<file path="config.mk">
export PLATFORM = sky130hd
export DESIGN_NAME = dct_transpose_buf
export DESIGN_NICKNAME = d
export VERILOG_FILES = /design/src/rtl/dct_pkg.sv /design/src/rtl/dct_tp_bank.sv /design/src/rtl/dct_transpose_buf.sv
export SDC_FILE = /design/constraint.sdc
export NUM_CORES = 2
export LEC_CHECK = 0
export CAP_MARGIN = 20
export CORE_MARGIN = 2
export CORE_UTILIZATION = 50
export CTS_CLUSTER_DIAMETER = 30
export CTS_CLUSTER_SIZE = 16
export DETAILED_ROUTE_END_ITERATION = 8
export DONT_BUFFER_PORTS = 1
export PLACE_DENSITY = 0.75
export SLEW_MARGIN = 0
export SYNTH_ARGS = -nofsm -noshare
export SYNTH_HDL_FRONTEND = slang
export SYNTH_SLANG_ARGS = --single-unit
</file>
<file path="constraint.sdc">
create_clock -name clk -period 235.9 [get_ports clk]
set_input_delay 23.59 -clock clk [delete_from_list [all_inputs] [get_ports clk]]
set_output_delay 23.59 -clock clk [all_outputs]
set_load 0.05 [all_outputs]
</file>
<file path="src/rtl/dct_pkg.sv">
// Types and constants shared by the 8x8 binDCT datapath (row pass, transpose, column pass).
package dct_pkg;

    localparam int N           = 8;
    localparam int IN_WIDTH    = 8;
    localparam int INT_BITS    = 4;
    localparam int FRAC_BITS   = 6;
    localparam int INTER_WIDTH = IN_WIDTH + INT_BITS + FRAC_BITS;

    typedef logic signed [INTER_WIDTH-1:0] coef_t;
    typedef coef_t [N-1:0] row_t;

    typedef enum logic [1:0] {
        EMPTY   = 2'd0,
        FILLING = 2'd1,
        FULL    = 2'd2
    } bank_state_e;

    function automatic logic [2:0] idx_inc(input logic [2:0] idx);
        return idx + 3'd1;
    endfunction

endpackage

</file>
<file path="src/rtl/dct_tp_bank.sv">
// One 8x8 coefficient bank: whole-row write port, combinational whole-column read port.
module dct_tp_bank
    import dct_pkg::*;
#(
    parameter int DATA_WIDTH = INTER_WIDTH
) (
    input  logic                  clk,
    input  logic                  rst,
    input  logic                  we,
    input  logic [2:0]            wr_row,
    input  logic [DATA_WIDTH-1:0] wr_data [N-1:0],
    input  logic [2:0]            rd_col,
    output logic [DATA_WIDTH-1:0] rd_data [N-1:0]
);

    logic [DATA_WIDTH-1:0] mem_q [N-1:0][N-1:0];
    logic [DATA_WIDTH-1:0] mem_d [N-1:0][N-1:0];

    // Row write: only the addressed row changes.
    always_comb begin
        mem_d = mem_q;
        if (we) begin
            for (int c = 0; c < N; c++) begin
                mem_d[wr_row][c] = wr_data[c];
            end
        end else begin
            mem_d = mem_q;
        end
    end

    // Storage array.
    always_ff @(posedge clk or posedge rst) begin
        if (rst) begin
            for (int r = 0; r < N; r++) begin
                for (int c = 0; c < N; c++) begin
                    mem_q[r][c] <= '0;
                end
            end
        end else begin
            mem_q <= mem_d;
        end
    end

    // Column read: element r of the column comes from row r.
    always_comb begin
        for (int r = 0; r < N; r++) begin
            rd_data[r] = mem_q[r][rd_col];
        end
    end

endmodule

</file>
<file path="src/rtl/dct_transpose_buf.sv">
// Ping-pong row-to-column transpose buffer: rows in at one per cycle, columns out over valid/ready.
module dct_transpose_buf
    import dct_pkg::*;
#(
    parameter int DATA_WIDTH = INTER_WIDTH
) (
    input  logic                  clk,
    input  logic                  rst,
    input  logic [DATA_WIDTH-1:0] row_in [7:0],
    input  logic                  valid_in,
    output logic                  in_ready,
    output logic [DATA_WIDTH-1:0] col_out [7:0],
    output logic [2:0]            col_idx,
    output logic                  last_out,
    output logic                  valid_out,
    input  logic                  out_ready,
    output logic                  overflow
);

    bank_state_e           state_q [0:1];
    bank_state_e           state_d [0:1];
    logic                  wr_bank_q, wr_bank_d;
    logic                  rd_bank_q, rd_bank_d;
    logic [2:0]            wr_row_q, wr_row_d;
    logic [2:0]            rd_col_q, rd_col_d;
    logic [DATA_WIDTH-1:0] col_out_q [7:0];
    logic [DATA_WIDTH-1:0] col_out_d [7:0];
    logic [2:0]            col_idx_q, col_idx_d;
    logic                  valid_out_q, valid_out_d;
    logic                  overflow_q, overflow_d;

    logic                  in_ready_s;
    logic                  wr_en_s;
    logic                  load_s;
    logic                  we0_s, we1_s;
    logic [DATA_WIDTH-1:0] rd0_s  [7:0];
    logic [DATA_WIDTH-1:0] rd1_s  [7:0];
    logic [DATA_WIDTH-1:0] rdsel_s [7:0];

    assign in_ready_s = (state_q[wr_bank_q] != FULL);
    assign wr_en_s    = valid_in && in_ready_s;
    assign load_s     = (state_q[rd_bank_q] == FULL) && (!valid_out_q || out_ready);
    assign we0_s      = wr_en_s && (wr_bank_q == 1'b0);
    assign we1_s      = wr_en_s && (wr_bank_q == 1'b1);

    dct_tp_bank #(.DATA_WIDTH(DATA_WIDTH)) u_bank0 (
        .clk     (clk),
        .rst     (rst),
        .we      (we0_s),
        .wr_row  (wr_row_q),
        .wr_data (row_in),
        .rd_col  (rd_col_q),
        .rd_data (rd0_s)
    );

    dct_tp_bank #(.DATA_WIDTH(DATA_WIDTH)) u_bank1 (
        .clk     (clk),
        .rst     (rst),
        .we      (we1_s),
        .wr_row  (wr_row_q),
        .wr_data (row_in),
        .rd_col  (rd_col_q),
        .rd_data (rd1_s)
    );

    // Column selected from the bank currently being drained.
    always_comb begin
        for (int r = 0; r < 8; r++) begin
            rdsel_s[r] = rd_bank_q ? rd1_s[r] : rd0_s[r];
        end
    end

    // Bank FSMs, pointers, output register and overflow next-state.
    always_comb begin
        state_d     = state_q;
        wr_bank_d   = wr_bank_q;
        rd_bank_d   = rd_bank_q;
        wr_row_d    = wr_row_q;
        rd_col_d    = rd_col_q;
        col_out_d   = col_out_q;
        col_idx_d   = col_idx_q;
        valid_out_d = valid_out_q;
        overflow_d  = overflow_q | (valid_in & ~in_ready_s);

        // The write bank is never FULL and the read bank is always FULL, so they never collide.
        if (wr_en_s) begin
            state_d[wr_bank_q] = (wr_row_q == 3'd7) ? FULL : FILLING;
            wr_bank_d          = (wr_row_q == 3'd7) ? ~wr_bank_q : wr_bank_q;
            wr_row_d           = idx_inc(wr_row_q);
        end else begin
            wr_row_d = wr_row_q;
        end

        if (load_s) begin
            col_out_d   = rdsel_s;
            col_idx_d   = rd_col_q;
            valid_out_d = 1'b1;
            rd_col_d    = idx_inc(rd_col_q);
            if (rd_col_q == 3'd7) begin
                state_d[rd_bank_q] = EMPTY;
                rd_bank_d          = ~rd_bank_q;
            end else begin
                rd_bank_d = rd_bank_q;
            end
        end else if (!valid_out_q || out_ready) begin
            valid_out_d = 1'b0;
        end else begin
            valid_out_d = valid_out_q;
        end
    end

    // State registers.
    always_ff @(posedge clk or posedge rst) begin
        if (rst) begin
            state_q[0]  <= EMPTY;
            state_q[1]  <= EMPTY;
            wr_bank_q   <= 1'b0;
            rd_bank_q   <= 1'b0;
            wr_row_q    <= 3'd0;
            rd_col_q    <= 3'd0;
            col_idx_q   <= 3'd0;
            valid_out_q <= 1'b0;
            overflow_q  <= 1'b0;
            for (int r = 0; r < 8; r++) begin
                col_out_q[r] <= '0;
            end
        end else begin
            state_q     <= state_d;
            wr_bank_q   <= wr_bank_d;
            rd_bank_q   <= rd_bank_d;
            wr_row_q    <= wr_row_d;
            rd_col_q    <= rd_col_d;
            col_idx_q   <= col_idx_d;
            valid_out_q <= valid_out_d;
            overflow_q  <= overflow_d;
            col_out_q   <= col_out_d;
        end
    end

    assign in_ready  = in_ready_s;
    assign col_out   = col_out_q;
    assign col_idx   = col_idx_q;
    assign valid_out = valid_out_q;
    assign last_out  = valid_out_q && (col_idx_q == 3'd7);
    assign overflow  = overflow_q;

endmodule

</file>
# == Word-level counts from Yosys, hierarchy flattened ==
# Cells that the tools add are included.
# totals
register_bits,2465
inputBits,148
word_cells,270
out_inout_bits,151
# classes
eq_ne,5
n_reduce_logical,13
n_mux,89
n_lt_le_gt_ge,7
n_bitwise,9
addsub,2
# ops
operator,count
$bwmux W1152,16
$demux W144 S3,8
$bmux W18 S3,16
$mux W18,25
$mux W144,1
$mux W126,1
$mux W108,1
$mux W90,1
$mux W72,1
$mux W54,1
$mux W36,1
$mux W2,9
$mux W4,3
$eq A3 B3 Y1 const B,3
$logic_and A1 B1 Y1,8
$lt A3 B4 Y1 const B,2
$add A3 B1 Y3 const B,2
$and A4 B4 Y4,1
$bwmux W4,1
$demux W2 S1,2
$ge A2 B2 Y1 const B,2
$lt A2 B1 Y1 const B,2
$not A1 Y2,2
$not A4 Y4,1
11 further kinds,15

# == Longest topological paths before layout ==
# logic_depth
ltp_word,12
mapped_depth,8
mapped_depth_nobuf,4

# == Modules after synthesis ==
# Synthesis repeated with hierarchy kept, for this count alone.
# unflattened
cells_unflattened,6436
area_unflattened_um2,110259.5
# modules_own_cells
module,cells_per_inst,instances,seq_area_each_um2,area_per_inst_um2
dct_tp_bank (u_bank1),2952,1,28827.6,51196.6
dct_tp_bank (u_bank0),2952,1,28827.6,51189.1
dct_transpose_buf,532,1,4028.9,7873.8

# == Least setup slack after synthesis ==
# OpenSTA, ideal clock, no wires.
# synth_timing
kind,in2reg
from,in valid_in
to,reg u_bank1.mem_q[142] (netlist name)
cell_stages,8
t_arrival_ps,25246
setup_ps,125
required_time_ps,235775
path_buffers,4
slack_ps,210530
path_cell_list,buf_2 -> nand2_1 -> or3_1 -> buf_2 -> nor3_4 -> buf_2 -> buf_4 -> mux2_2
# synth_via
elab_chain_len,2
# synth_rtl
item,line_no,source
"start, declared",dct_transpose_buf.sv:10,"input logic valid_in,"
$logic_and A1 B1 Y1,dct_transpose_buf.sv:41,assign wr_en_s = valid_in && in_ready_s;
$logic_and A1 B1 Y1,dct_transpose_buf.sv:44,assign we1_s = wr_en_s && (wr_bank_q == 1'b1);
"end signal, assigned",dct_tp_bank.sv:40,mem_q <= mem_d;
"end, declared",dct_tp_bank.sv:16,logic [DATA_WIDTH-1:0] mem_q [N-1:0][N-1:0];
# Every way passes these cells.
# A chain may end at the register's enable or synchronous reset.

==> results_tabular.tex <==
\begin{tabular}{lr}
\hline
Metric & Value \\
\hline
\multicolumn{2}{l}{\textbf{Power and ir drop}} \\
\quad Overall power after layout & 1950 uW \\
\quad Static Leak & 0.0539 uW \\
\quad Maximum vdd ir drop & 0.00942 mV \\
\quad P per Cell Area & 15.4 nW/um\^{}2 \\
\multicolumn{2}{l}{\textbf{Clock network}} \\
\quad Post-CTS setup buffer count & 0 \\
\quad Hold-fix buffers, CTS & 0 \\
\quad Buffer depth of the longest clock path & 4 \\
\quad CTS tree & yes \\
\quad Buffer cell driving the clock tree root & sky130\_fd\_sc\_hd\_\_clkbuf\_16 \\
\quad Clock insertion delay at the later pin of the skew report & 0.97 ns \\
\quad Clock input transition at the sequential cells of the worst setup and hold paths & 0.05 ns \\
\quad Post-CTS resize count & 0 \\
\quad Number of CTS-inserted buffers & 454 \\
\quad H-tree level count & 5 \\
\quad Clock tree sinks & 2,465 \\
\multicolumn{2}{l}{\textbf{Global route}} \\
\quad Antenna violations before repair & 5 \\
\quad Overall routing resource usage & 27.1\% \\
\quad Via count of the first global-routing pass & 67,181 \\
\quad Maximum number of pins on one net before global-route repair & 184 \\
\quad Sum of overflow across all layers after global routing & 0 \\
\quad Global-route wire length before repair & 447,000 microns \\
\multicolumn{2}{l}{\textbf{STA}} \\
\quad Least-Margin Pin Slew & 1.23 ns \\
\quad Final Max Tran Viols & 0 \\
\quad Post-route clock skew & 0.0648 ns \\
\quad Total Neg Setup Slack & 0 ns \\
\quad FMAX & 36.9 MHz \\
\quad Clock period minus worst slack & 27.12 ns \\
\quad Unrepaired setup endpoints after global routing & false \\
\quad Period utilization & 11.5\% \\
\quad Final worst-path setup slack & 208.78 ns \\
\quad Max-slew headroom at the worst pin & 17.8\% \\
\quad Post-Route Hold Slack & 0.480 ns \\
\quad Count of endpoints failing hold in the final timing report & 0 \\
\quad Final setup violating endpoints & 0 \\
\multicolumn{2}{l}{\textbf{Place}} \\
\quad Placer's final routability congestion estimate & 0.785 \\
\quad Number of port buffers & 0 \\
\quad Dpl ws & 207.32 ns \\
\quad Placed inst area & 110,000 sq um \\
\quad Sum of net half-perimeters after detailed placement & 173,000 microns \\
\multicolumn{2}{l}{\textbf{Finish}} \\
\quad Fraction of layout cells with a size suffix above 1 & 53.8\% \\
\quad Post-Layout Inst Area & 126,000 sq um \\
\quad Area grow syn2layout & 16.8\% \\
\quad Fin nets & 6,737 \\
\multicolumn{2}{l}{\textbf{Worst setup path}} \\
\quad Start point of the critical path & rst \\
\quad Worst reg2reg endpoint & col\_out[78] \\
\quad CP max-delay cell & sky130\_fd\_sc\_hd\_\_buf\_4 \\
\quad Register-to-Register Setup Slack & 231.25 ns \\
\quad R2r startpoint & rd\_col\_q[0] \\
\quad Depth of the worst register-to-register path & 7 \\
\quad Series of cell instances along the critical path & inv\_8, buf\_12, buf\_4, buf\_4, buf\_16, buf\_4, buf\_4 \\
\quad Worst Path Class, Setup & input pin to async pin \\
\quad Data arrival, critical path & 28.05 ns \\
\quad CP peak stage delay & 0.81 ns \\
\quad Cell seen most often among critical-path stages & sky130\_fd\_sc\_hd\_\_buf\_4 \\
\quad Critical path capture point & u\_bank1.mem\_q[68] \\
\quad Worst EP required & 236.83 ns \\
\quad Worst-path fanout max & 168 \\
\quad Worst Setup End Kind & async pin \\
\quad Startpoint type of the worst setup path & input pin \\
\multicolumn{2}{l}{\textbf{Drt}} \\
\quad Remaining number of nets flagged by the antenna check after routing & 0 \\
\quad Aggregate routed wire length & 298,000 microns \\
\quad First DRT Iteration DRCs & 4,812 \\
\quad Overall via count from detail\_route & 61,600 \\
\quad Average routed wire per standard cell & 30.4 microns \\
\quad Per-cell via count in the routed design & 6.29 \\
\quad DRC Markers & 0 \\
\quad Drt pass-1 iters & 5 \\
\multicolumn{2}{l}{\textbf{Yosys}} \\
\quad Async set-reset flop share out of synthesis & 100\% \\
\quad Multiplexer share of the synthesized area & 37.7\% \\
\quad Fraction of the mapped netlist area in compound gates & 1.93\% \\
\quad Number of standard cells after synthesis & 6,627 \\
\quad Most frequent cells after synthesis & 2,465 x sky130\_fd\_sc\_hd\_\_dfrtp\_1, 2,254 x sky130\_fd\_sc\_hd\_\_mux2\_2, 576 x sky130\_fd\_sc\_hd\_\_mux4\_2, 294 x sky130\_fd\_sc\_hd\_\_clkbuf\_1, 227 x sky130\_fd\_sc\_hd\_\_buf\_2 \\
\quad Mean post-synth cell area & 16.3 sq um \\
\quad Ranking of synthesized cells by area & sky130\_fd\_sc\_hd\_\_dfrtp\_1 57\%, sky130\_fd\_sc\_hd\_\_mux2\_2 23\%, sky130\_fd\_sc\_hd\_\_mux4\_2 12\%, sky130\_fd\_sc\_hd\_\_mux2i\_1 1.5\%, sky130\_fd\_sc\_hd\_\_buf\_2 1.0\% \\
\quad Synthesized-area fraction occupied by xor and xnor cells & 0.0324\% \\
\quad Post-synthesis instance area & 108,000 sq um \\
\quad Syn\_nets & 6,780 \\
\quad Area share of the largest cell type after synthesis & 57.0\% \\
\quad Number of synthesized flops with an enable pin & 0 \\
\quad Most instantiated flip-flop cell in the synthesis netlist & sky130\_fd\_sc\_hd\_\_dfrtp\_1 \\
\quad Dominant combinational cell family by area after synthesis & multiplexers \\
\quad Post-synthesis share of cell area spent on and, or, nand and nor gates & 0.766\% \\
\quad Yosys top cell by area & sky130\_fd\_sc\_hd\_\_dfrtp\_1 \\
\quad Count of warnings emitted by yosys & 0 \\
\quad Sequential cell area fraction in the yosys report & 57.0\% \\
\quad Count of state elements after synthesis & 2,465 \\
\quad Netlist cell types & 45 \\
\quad Most common cell in the netlist & sky130\_fd\_sc\_hd\_\_dfrtp\_1 \\
\quad Adder and majority cell fraction of the synthesized area & 0.0578\% \\
\multicolumn{2}{l}{\textbf{Min path}} \\
\quad Cell depth of the worst min-delay path & 1 \\
\quad Worst min path class & flop to flop \\
\multicolumn{2}{l}{\textbf{Floorplanning}} \\
\quad Height of the die & 469 microns \\
\quad Area of the die & 220,000 sq um \\
\quad Core Rows & 170 \\
\quad Effective utilization at floorplan & 50.4\% \\
\quad I/O pin count & 299 \\
\quad Chip Width & 469 microns \\
\quad Area inside the core boundary & 215,000 sq um \\
\multicolumn{2}{l}{\textbf{Run status}} \\
\quad Status & finished, final reports clean \\
\multicolumn{2}{l}{\textbf{Flow run}} \\
\quad Max capacitance violation total & 0 \\
\hline
\end{tabular}
[worst min-delay path by stage]
stage | end | slack [ns] | startpoint
6_report | u_bank0.mem_q[51] | 0.48 | u_bank0.mem_q[51]
5_1_grt | u_bank1.mem_q[118] | 0.49 | u_bank1.mem_q[118]
4_1_cts | u_bank0.mem_q[89] | 0.48 | u_bank0.mem_q[89]
3_5_place_dp | u_bank0.mem_q[89] | 0.47 | u_bank0.mem_q[89]
3_3_place_gp | u_bank0.mem_q[51] | 0.46 | u_bank0.mem_q[51]
2_1_floorplan | u_bank0.mem_q[107] | 0.45 | u_bank0.mem_q[107]
[sequential cells by signal (all words and copies together) (netlist names), 3 cells and up]
register       cells
wr_row_q           3
state_q            4
rd_col_q           3
col_idx            3
u_bank0.mem_q   1152
u_bank1.mem_q   1152
col_out          144
[layer usage]
layer | GRT usage, % | up-vias | share of wire [%] | wire length [microns]
met5 | 0 | - | 0 | 0
met4 | 10.7 | 0 | 3.9 | 11500
met3 | 5.73 | 548 | 6.0 | 17800
met2 | 45.5 | 1888 | 50 | 149000
met1 | 34.4 | 34330 | 40 | 120000
li1 | - | 24834 | - | -
[through the flow]
stage,std cells,util (%)
3_3_place_gp,8953,51.2
6_report,9796,58.9
4_1_cts,9780,58.7
2_1_floorplan,6627,-
3_5_place_dp,8954,51.2
5_1_grt,9793,58.9
[cell usage in the layout (no fill, tap or decap), types with 3 or more instances in the layout]
master / instances
sky130_fd_sc_hd__nand2b_1: 5
sky130_fd_sc_hd__buf_12: 14
sky130_fd_sc_hd__ha_1: 5
sky130_fd_sc_hd__nand2_1: 31
sky130_fd_sc_hd__mux2_1: 77
sky130_fd_sc_hd__o22ai_1: 106
sky130_fd_sc_hd__a31oi_1: 3
sky130_fd_sc_hd__mux4_2: 576
sky130_fd_sc_hd__diode_2: 4
sky130_fd_sc_hd__nor2_1: 111
sky130_fd_sc_hd__clkinv_4: 30
sky130_fd_sc_hd__xnor2_1: 4
sky130_fd_sc_hd__a22oi_1: 26
sky130_fd_sc_hd__buf_16: 11
sky130_fd_sc_hd__nor2_4: 6
sky130_fd_sc_hd__dfrtp_1: 2461
sky130_fd_sc_hd__buf_4: 81
sky130_fd_sc_hd__a221oi_1: 7
sky130_fd_sc_hd__clkinvlp_4: 50
sky130_fd_sc_hd__clkbuf_1: 47
sky130_fd_sc_hd__a21oi_1: 13
sky130_fd_sc_hd__a211oi_1: 99
sky130_fd_sc_hd__clkinv_2: 76
sky130_fd_sc_hd__dfrtp_4: 4
sky130_fd_sc_hd__nand2_4: 6
sky130_fd_sc_hd__nor2b_1: 5
sky130_fd_sc_hd__clkbuf_16: 459
sky130_fd_sc_hd__o31ai_1: 25
sky130_fd_sc_hd__mux2i_1: 157
sky130_fd_sc_hd__clkbuf_8: 73
sky130_fd_sc_hd__bufinv_16: 71
sky130_fd_sc_hd__a22o_1: 13
sky130_fd_sc_hd__inv_6: 16
sky130_fd_sc_hd__mux2_2: 2254
[power by group]
group / internal (uW) / leakage [uW] / switching (uW)
logic: 307 / 0.0156 / 178
clock network: 455 / 0.00778 / 218
registers: 624 / 0.0305 / 171
[logic make-up after synthesis]
kind of cell,after synthesis
multiplexers,3065
flip-flops,2465
buffers and inverters,608
AO/OA/AOI/OAI,298
AND/OR/NAND/NOR,182
adder cells (fa/ha/maj),5
XOR/XNOR,4
[critical path, delay by kind of cell]
| family | cells | cell delay, ns |
|---|---|---|
| buffers and inverters | 7 | 4.09 |
[area by class of cell]
type | count | area (sq um)
Inverter | 3 | 18.8
Fill cell | 15507 | 88400
Multi-Input combinational cell | 3554 | 43900
Sequential cell | 2465 | 61700
Antenna cell | 4 | 10.0
Timing Repair Buffer | 106 | 1190
Tap cell | 2838 | 3550
Clock inverter | 247 | 3380
Clock buffer | 579 | 12700
No activity file was read; power rests on OpenSTA's default activity.
